$ cat src/rtl/graph_line_plotter_if.sv
// graph_line_plotter_if: command handshake and framebuffer write port of the line plotter
interface graph_line_plotter_if #(parameter int COORD_W = 10);
  logic                   cmd_valid;
  logic                   cmd_ready;
  logic [1:0]             cmd_op;
  logic [COORD_W-1:0]     cmd_x0;
  logic [COORD_W-1:0]     cmd_y0;
  logic [COORD_W-1:0]     cmd_x1;
  logic [COORD_W-1:0]     cmd_y1;
  logic [3:0]             cmd_color;
  logic [3:0]             color;
  logic [2*COORD_W-1:0]   address;
  logic                   writeEnable;
  logic                   busy;
  modport master (
    output cmd_valid, cmd_op, cmd_x0, cmd_y0, cmd_x1, cmd_y1, cmd_color,
    input  cmd_ready, color, address, writeEnable, busy
  );
  modport slave (
    input  cmd_valid, cmd_op, cmd_x0, cmd_y0, cmd_x1, cmd_y1, cmd_color,
    output cmd_ready, color, address, writeEnable, busy
  );
endinterface

$ cat src/rtl/graph_line_plotter.sv
// graph_line_plotter: plot/line/clear engine emitting one framebuffer write per cycle
module graph_line_plotter #(
  parameter int H_ACTIVE = 640,
  parameter int V_ACTIVE = 480,
  parameter int COORD_W  = 10
) (
  input logic           clock,
  input logic           reset,
  graph_line_plotter_if.slave bus
);
  localparam int SW = COORD_W + 2;
  localparam logic [COORD_W-1:0] ONE    = COORD_W'(1);
  localparam logic [COORD_W-1:0] H_LAST = COORD_W'(H_ACTIVE - 1);
  localparam logic [COORD_W-1:0] V_LAST = COORD_W'(V_ACTIVE - 1);
  localparam logic [COORD_W:0]   HA     = (COORD_W+1)'(H_ACTIVE);
  localparam logic [COORD_W:0]   VA     = (COORD_W+1)'(V_ACTIVE);
  typedef enum logic [2:0] {IDLE, PLOT, LINE_SETUP, LINE, CLEAR} state_t;
  state_t state_q;
  logic [COORD_W-1:0] x_q, y_q, ex_q, ey_q, x_d, y_d, adx, ady;
  logic signed [SW-1:0] dx_q, dy_q, err_q, err_d;
  logic signed [SW:0] e2, dx_w, dy_w;
  logic sx_q, sy_q, step_x, step_y, last;
  logic [3:0] color_q;
  logic [2*COORD_W-1:0] addr_q;
  logic we_q;
  function automatic logic vis(input logic [COORD_W-1:0] x, input logic [COORD_W-1:0] y);
    return {1'b0, x} < HA && {1'b0, y} < VA;
  endfunction
  always_comb begin
    e2 = {err_q, 1'b0};
    dx_w = dx_q;
    dy_w = dy_q;
    step_x = e2 >= dy_w;
    step_y = e2 <= dx_w;
    err_d = err_q + (step_x ? dy_q : '0) + (step_y ? dx_q : '0);
    adx = ex_q >= x_q ? ex_q - x_q : x_q - ex_q;
    ady = ey_q >= y_q ? ey_q - y_q : y_q - ey_q;
    // CLEAR walks the raster; LINE takes the Bresenham step
    x_d = state_q == CLEAR ? (x_q == H_LAST ? '0 : x_q + ONE)
        : step_x ? (sx_q ? x_q - ONE : x_q + ONE) : x_q;
    y_d = state_q == CLEAR ? (x_q == H_LAST ? y_q + ONE : y_q)
        : step_y ? (sy_q ? y_q - ONE : y_q + ONE) : y_q;
    last = state_q == CLEAR ? x_q == H_LAST && y_q == V_LAST : x_q == ex_q && y_q == ey_q;
  end
  always_ff @(posedge clock) begin
    if (reset) begin
      state_q <= IDLE;
      color_q <= '0;
      addr_q <= '0;
      we_q <= 1'b0;
    end else begin
      case (state_q)
        IDLE: begin
          we_q <= 1'b0;
          if (bus.cmd_valid) begin
            state_q <= bus.cmd_op == 2'd0 ? PLOT : bus.cmd_op == 2'd1 ? LINE_SETUP
                     : bus.cmd_op == 2'd2 ? CLEAR : IDLE;
            color_q <= bus.cmd_color;
            x_q <= bus.cmd_op == 2'd2 ? '0 : bus.cmd_x0;
            y_q <= bus.cmd_op == 2'd2 ? '0 : bus.cmd_y0;
            ex_q <= bus.cmd_x1;
            ey_q <= bus.cmd_y1;
            addr_q <= bus.cmd_op == 2'd2 ? '0 : {bus.cmd_y0, bus.cmd_x0};
            we_q <= bus.cmd_op == 2'd0 ? vis(bus.cmd_x0, bus.cmd_y0) : bus.cmd_op == 2'd2;
          end
        end
        PLOT: begin
          state_q <= IDLE;
          we_q <= 1'b0;
        end
        LINE_SETUP: begin
          state_q <= LINE;
          dx_q <= SW'(adx);
          dy_q <= -SW'(ady);
          err_q <= SW'(adx) - SW'(ady);
          sx_q <= ex_q < x_q;
          sy_q <= ey_q < y_q;
          addr_q <= {y_q, x_q};
          we_q <= vis(x_q, y_q);
        end
        LINE, CLEAR: begin
          state_q <= last ? IDLE : state_q;
          x_q <= x_d;
          y_q <= y_d;
          err_q <= err_d;
          addr_q <= {y_d, x_d};
          we_q <= !last && vis(x_d, y_d);
        end
        default: state_q <= IDLE;
      endcase
    end
  end
  assign bus.cmd_ready = state_q == IDLE && !reset;
  assign bus.busy = !bus.cmd_ready;
  assign bus.color = color_q;
  assign bus.address = addr_q;
  assign bus.writeEnable = we_q;
endmodule

$ cat src/flat_wrapper.sv
// flat-port wrapper written by rule: the top's interface ports become plain ports
module graph_line_plotter_flat 
#(
  parameter int H_ACTIVE = 640,
  parameter int V_ACTIVE = 480,
  parameter int COORD_W  = 10
)
  (clock, reset, bus_cmd_valid, bus_cmd_op, bus_cmd_x0, bus_cmd_y0, bus_cmd_x1, bus_cmd_y1, bus_cmd_color, bus_cmd_ready, bus_color, bus_address, bus_writeEnable, bus_busy);
  graph_line_plotter_if #(.COORD_W(COORD_W)) bus_i ();
  input logic clock;
  input logic reset;
  input wire logic [$bits(bus_i.cmd_valid)-1:0] bus_cmd_valid;
  input wire logic [$bits(bus_i.cmd_op)-1:0] bus_cmd_op;
  input wire logic [$bits(bus_i.cmd_x0)-1:0] bus_cmd_x0;
  input wire logic [$bits(bus_i.cmd_y0)-1:0] bus_cmd_y0;
  input wire logic [$bits(bus_i.cmd_x1)-1:0] bus_cmd_x1;
  input wire logic [$bits(bus_i.cmd_y1)-1:0] bus_cmd_y1;
  input wire logic [$bits(bus_i.cmd_color)-1:0] bus_cmd_color;
  output wire logic [$bits(bus_i.cmd_ready)-1:0] bus_cmd_ready;
  output wire logic [$bits(bus_i.color)-1:0] bus_color;
  output wire logic [$bits(bus_i.address)-1:0] bus_address;
  output wire logic [$bits(bus_i.writeEnable)-1:0] bus_writeEnable;
  output wire logic [$bits(bus_i.busy)-1:0] bus_busy;
  assign bus_i.cmd_valid = bus_cmd_valid;
  assign bus_i.cmd_op = bus_cmd_op;
  assign bus_i.cmd_x0 = bus_cmd_x0;
  assign bus_i.cmd_y0 = bus_cmd_y0;
  assign bus_i.cmd_x1 = bus_cmd_x1;
  assign bus_i.cmd_y1 = bus_cmd_y1;
  assign bus_i.cmd_color = bus_cmd_color;
  assign bus_cmd_ready = bus_i.cmd_ready;
  assign bus_color = bus_i.color;
  assign bus_address = bus_i.address;
  assign bus_writeEnable = bus_i.writeEnable;
  assign bus_busy = bus_i.busy;
  graph_line_plotter #(.H_ACTIVE(H_ACTIVE), .V_ACTIVE(V_ACTIVE), .COORD_W(COORD_W)) u_core (.clock(clock), .reset(reset), .bus(bus_i));
endmodule
$ cat config.mk
export PLATFORM = sky130hd
export DESIGN_NAME = graph_line_plotter_flat
export DESIGN_NICKNAME = d
export VERILOG_FILES = /design/src/rtl/graph_line_plotter_if.sv /design/src/rtl/graph_line_plotter.sv /design/src/flat_wrapper.sv
export SDC_FILE = /design/constraint.sdc
export NUM_CORES = 1
export LEC_CHECK = 0
export ABC_AREA = 1
export ABC_CLOCK_PERIOD_IN_PS = 5800
export BUFFER_PORTS_ARGS = -buffer_cell sky130_fd_sc_hd__buf_2
export CAP_MARGIN = 0
export CORE_UTILIZATION = 60
export DETAILED_ROUTE_END_ITERATION = 7
export HOLD_SLACK_MARGIN = 0.08
export PLACE_DENSITY = 0.8
export SYNTH_ARGS = -nofsm -noshare
export SYNTH_HDL_FRONTEND = slang
export SYNTH_SLANG_ARGS = --single-unit
$ cat constraint.sdc
create_clock -name clock -period 5.8 [get_ports clock]
set_clock_uncertainty 0.2 [all_clocks]
set_input_delay 1.45 -clock clock [delete_from_list [all_inputs] [get_ports clock]]
set_output_delay 1.45 -clock clock [all_outputs]
set_load 0.05 [all_outputs]
==> flow_metrics.py <==
metrics = {
    "outcome": {
        "outcome": "finished, final reports clean",
    },
    "worst_setup_path": {
        "cp_max_fo": 12,
        "critPathKind": "register to register",
        "r2r_cells": 29,
        "worst_setup_path_start_kind": "register",
        "r2r_slack_ns": 0.69,
        "crit_arrival_ns": 5.03,
        "crit_top_cell": "nand2_1",
        "r2r-start": "u_core.err_q[11]$_DFFE_PP_",
        "crit_required_ns": 5.72,
        "startpoint": "u_core.err_q[11]$_DFFE_PP_",
        "cp_slowest_cell": "edfxtp_1",
        "critPathCapture": "u_core.err_q[11]$_DFFE_PP_",
        "cpPeakStageDelay_ns": 0.49,
        "r2r_end": "u_core.err_q[11]$_DFFE_PP_",
        "cp-end-kind": "register",
    },
    "global_route": {
        "grtUsageTotal": 0.328,
        "overflow": 0,
        "grt_max_degree": 39,
        "antenna_found_initial": 0,
        "top_usage_layer": "met2",
        "grt_pass1_vias": 8433,
        "grt_pass1_wl_um": 41700,
        "grt_use_met3": 0.0612,
        "grtUsageMet2": 0.538,
        "met1_usage": 0.437,
    },
    "logic_synthesis": {
        "synth-seq-area-share": 0.304,
        "ys_types": 58,
        "synth_compound_area_frac": 0.148,
        "synthXorXnorAreaFrac": 0.0450,
        "synth_top_family_by_area": "simple AND/OR/NAND/NOR gates",
        "syn_avg_cell_area_um2": 7.47,
        "synthCells": 1253,
        "synthAdderAreaFrac": 0.148,
        "yosys.area_share.simple": 0.251,
        "synth_fp_nets": 1403,
        "synthFlopType": "edfxtp_1",
        "synth_edf_count": 76,
        "yosys_warnings": 0,
        "muxShareOfSynthArea": 0.00575,
        "netlist_area_mm2": 0.00936,
        "synth_seq_cells": 104,
        "synthArstFlopShare": 0,
    },
    "cts": {
        "clock-sinks": 104,
        "h-tree-depth": 3,
        "clockRootBuffer": "clkbuf_16",
        "hold_buffers": 0,
        "clk_latency_ns": 0.37,
        "cts_resized": 0,
        "cts_made_buffers": 9,
        "path_clk_slew_ns": 0.08,
        "cts.path.max_buffers": 2,
        "cts_setup_buffers": 0,
        "cts_tree": "yes",
    },
    "floorplanning": {
        "start_util": 0.616,
        "pin_count": 76,
        "core_area_mm2": 0.0152,
        "die_w_um": 127,
        "die_y_um": 127,
        "dieArea_mm2": 0.0161,
        "rows": 45,
    },
    "hold_path": {
        "hold-path-cell-count": 2,
        "worstHoldStart": "u_core.state_q[2]$_SDFFE_PP0P_",
        "worstHoldPathType": "register to register",
    },
    "sta": {
        "setup_ws_ns": 0.687,
        "slew_violations": 0,
        "max_slew_margin": 0.273,
        "rsz0062_at_grt": "false",
        "setup_viol": 0,
        "tightestPinTransition_ns": 1.09,
        "clock.fmax_mhz": 196,
        "fin_setup_tns_ns": 0,
        "min_period_over_period": 0.881,
        "layout_min_cycle_time_ns": 5.11,
        "final-hold-violation-count": 0,
    },
    "route": {
        "wl_um": 25400,
        "vias": 8844,
        "drt_iter0_markers": 992,
        "drc": 0,
        "ant_nets": 0,
        "viasPerCell": 5.88,
        "firstDrtPassIters": 6,
        "routedWlPerCell_um": 16.9,
    },
    "finish": {
        "diodes": 0,
        "multiInputGateArea_mm2": 0.00560,
        "final_cell_area_mm2": 0.0102,
        "drive_above_1_share": 0.119,
        "synthToLayoutAreaGrowth_pct": 8.53,
        "nNetsFinal": 1461,
        "seq_area_mm2": 0.00284,
        "fillers": 1328,
    },
    "placement": {
        "io_buffers": 75,
        "hpwl_um": 19800,
        "gp_congestion": 0.922,
        "pre_cts_ws_ns": 0.791,
        "placed_area_mm2": 0.00988,
    },
    "power_and_ir_drop": {
        "power.density_mw_per_mm2": 551,
        "p_leak_nw": 4.99,
        "ir_worst_vdd_uv": 375,
    },
    "job": {
        "drv_cap": 0,
    },
}
==> final cells by class <==
cell class | instances | area share
multi-input combinational | 915 | 0.551
sequential | 104 | 0.280
inverter | 195 | 0.0725
timing repair buffer | 86 | 0.0451
tap | 188 | 0.0231
clock buffer | 9 | 0.0222
clock inverter | 7 | 0.00591
==> cells by family after synthesis <==
family / after synthesis
and+or+nand+nor: 527
AOI/OAI and AO/OA: 236
DFF: 104
buffers and inverters: 234
adders and majority gates: 101
xor gates and xnor gates: 46
muxes: 5
==> placed cells by master, fill, tap and decap left out, types with 23 or more instances in the layout <==
| master | n |
|---|---|
| a21oi_1 | 74 |
| a31oi_1 | 23 |
| buf_2 | 75 |
| dfxtp_1 | 28 |
| edfxtp_1 | 76 |
| ha_1 | 85 |
| inv_1 | 189 |
| nand2_1 | 277 |
| nand3_1 | 104 |
| nor2_1 | 79 |
| o21ai_0 | 81 |
| xor2_1 | 33 |
==> routing by layer <==
layer / vias to the layer above / part of all wire
met4: 0 / 0.018
met3: 35 / 0.086
met2: 426 / 0.47
met1: 4092 / 0.43
met5: - / 0
li1: 4291 / -
==> per-stage QoR <==
stage                     total power [mW]  instances   util  hold slack [ns]
final                                 5.60       1504  0.668            0.313
after global routing                  6.06       1504  0.668            0.355
after CTS                             5.56       1504  0.668            0.313
after detailed placement              4.93       1488  0.650            0.300
after global placement                4.84       1488  0.650            0.288
after floorplan                       4.03       1253      -            0.272
==> sequential cells by signal, summed over array words and instances (netlist names), 3 cells and up <==
| name | flops |
|---|---|
| u_core.bus.address | 20 |
| u_core.dy_q | 12 |
| u_core.err_q | 12 |
| u_core.dx_q | 10 |
| u_core.ex_q | 10 |
| u_core.ey_q | 10 |
| u_core.x_q | 10 |
| u_core.y_q | 10 |
| u_core.bus.color | 4 |
| u_core.state_q | 3 |
==> worst max-delay path, delay by kind of cell, from the launching register on <==
family | cells | cell delay [ns]
adder cells (fa/ha/maj) | 4 | 1.23
buffers and inverters | 5 | 0.59
AO/OA/AOI/OAI | 5 | 0.72
AND/OR/NAND/NOR | 15 | 1.63
flip-flops | 1 | 0.49
==> worst min-delay path by stage <==
stage	end	slack [ns]
final	u_core.state_q[2]$_SDFFE_PP0P_	0.31
after global routing	u_core.state_q[2]$_SDFFE_PP0P_	0.36
after CTS	u_core.state_q[2]$_SDFFE_PP0P_	0.31
after detailed placement	u_core.bus.color[0]$_SDFFE_PP0P_	0.30
after global placement	u_core.bus.color[0]$_SDFFE_PP0P_	0.29
after floorplan	u_core.state_q[2]$_SDFFE_PP0P_	0.27
==> cell usage after synthesis, types with 4 or more instances <==
cell       count  area share
edfxtp_1      76        0.24
a31oi_1       23       0.015
a32oi_1        5      0.0047
o31ai_1        6      0.0048
buf_4          4      0.0032
o21ai_0       81       0.043
nor2_1        81       0.032
nand2_2       17       0.011
o211ai_1       7      0.0056
fa_1          16       0.034
xor2_1        33       0.031
nand3_1      104       0.056
xnor2_1       12       0.011
o21ai_1        5      0.0027
a22oi_1        5      0.0040
buf_2          9      0.0048
nand4_1       13      0.0087
a211oi_1       5      0.0040
inv_2          4      0.0016
inv_1        189       0.076
nor3_1        10      0.0053
dfxtp_1       28       0.060
o2111ai_1      5      0.0047
ha_1          85        0.11
nand2_1      277        0.11
clkbuf_1      23      0.0092
nor2_2         4      0.0027
a21oi_1       75       0.040
==> where the power goes <==
| group | internal (mW) | leakage (nW) | total (mW) | switching (mW) |
|---|---|---|---|---|
| Combinational | 1.20 | 3.92 | 3.67 | 2.46 |
| Sequential | 1.13 | 0.927 | 1.32 | 0.184 |
| Clock | 0.301 | 0.139 | 0.620 | 0.319 |
No activity file was read; power rests on OpenSTA's default activity.
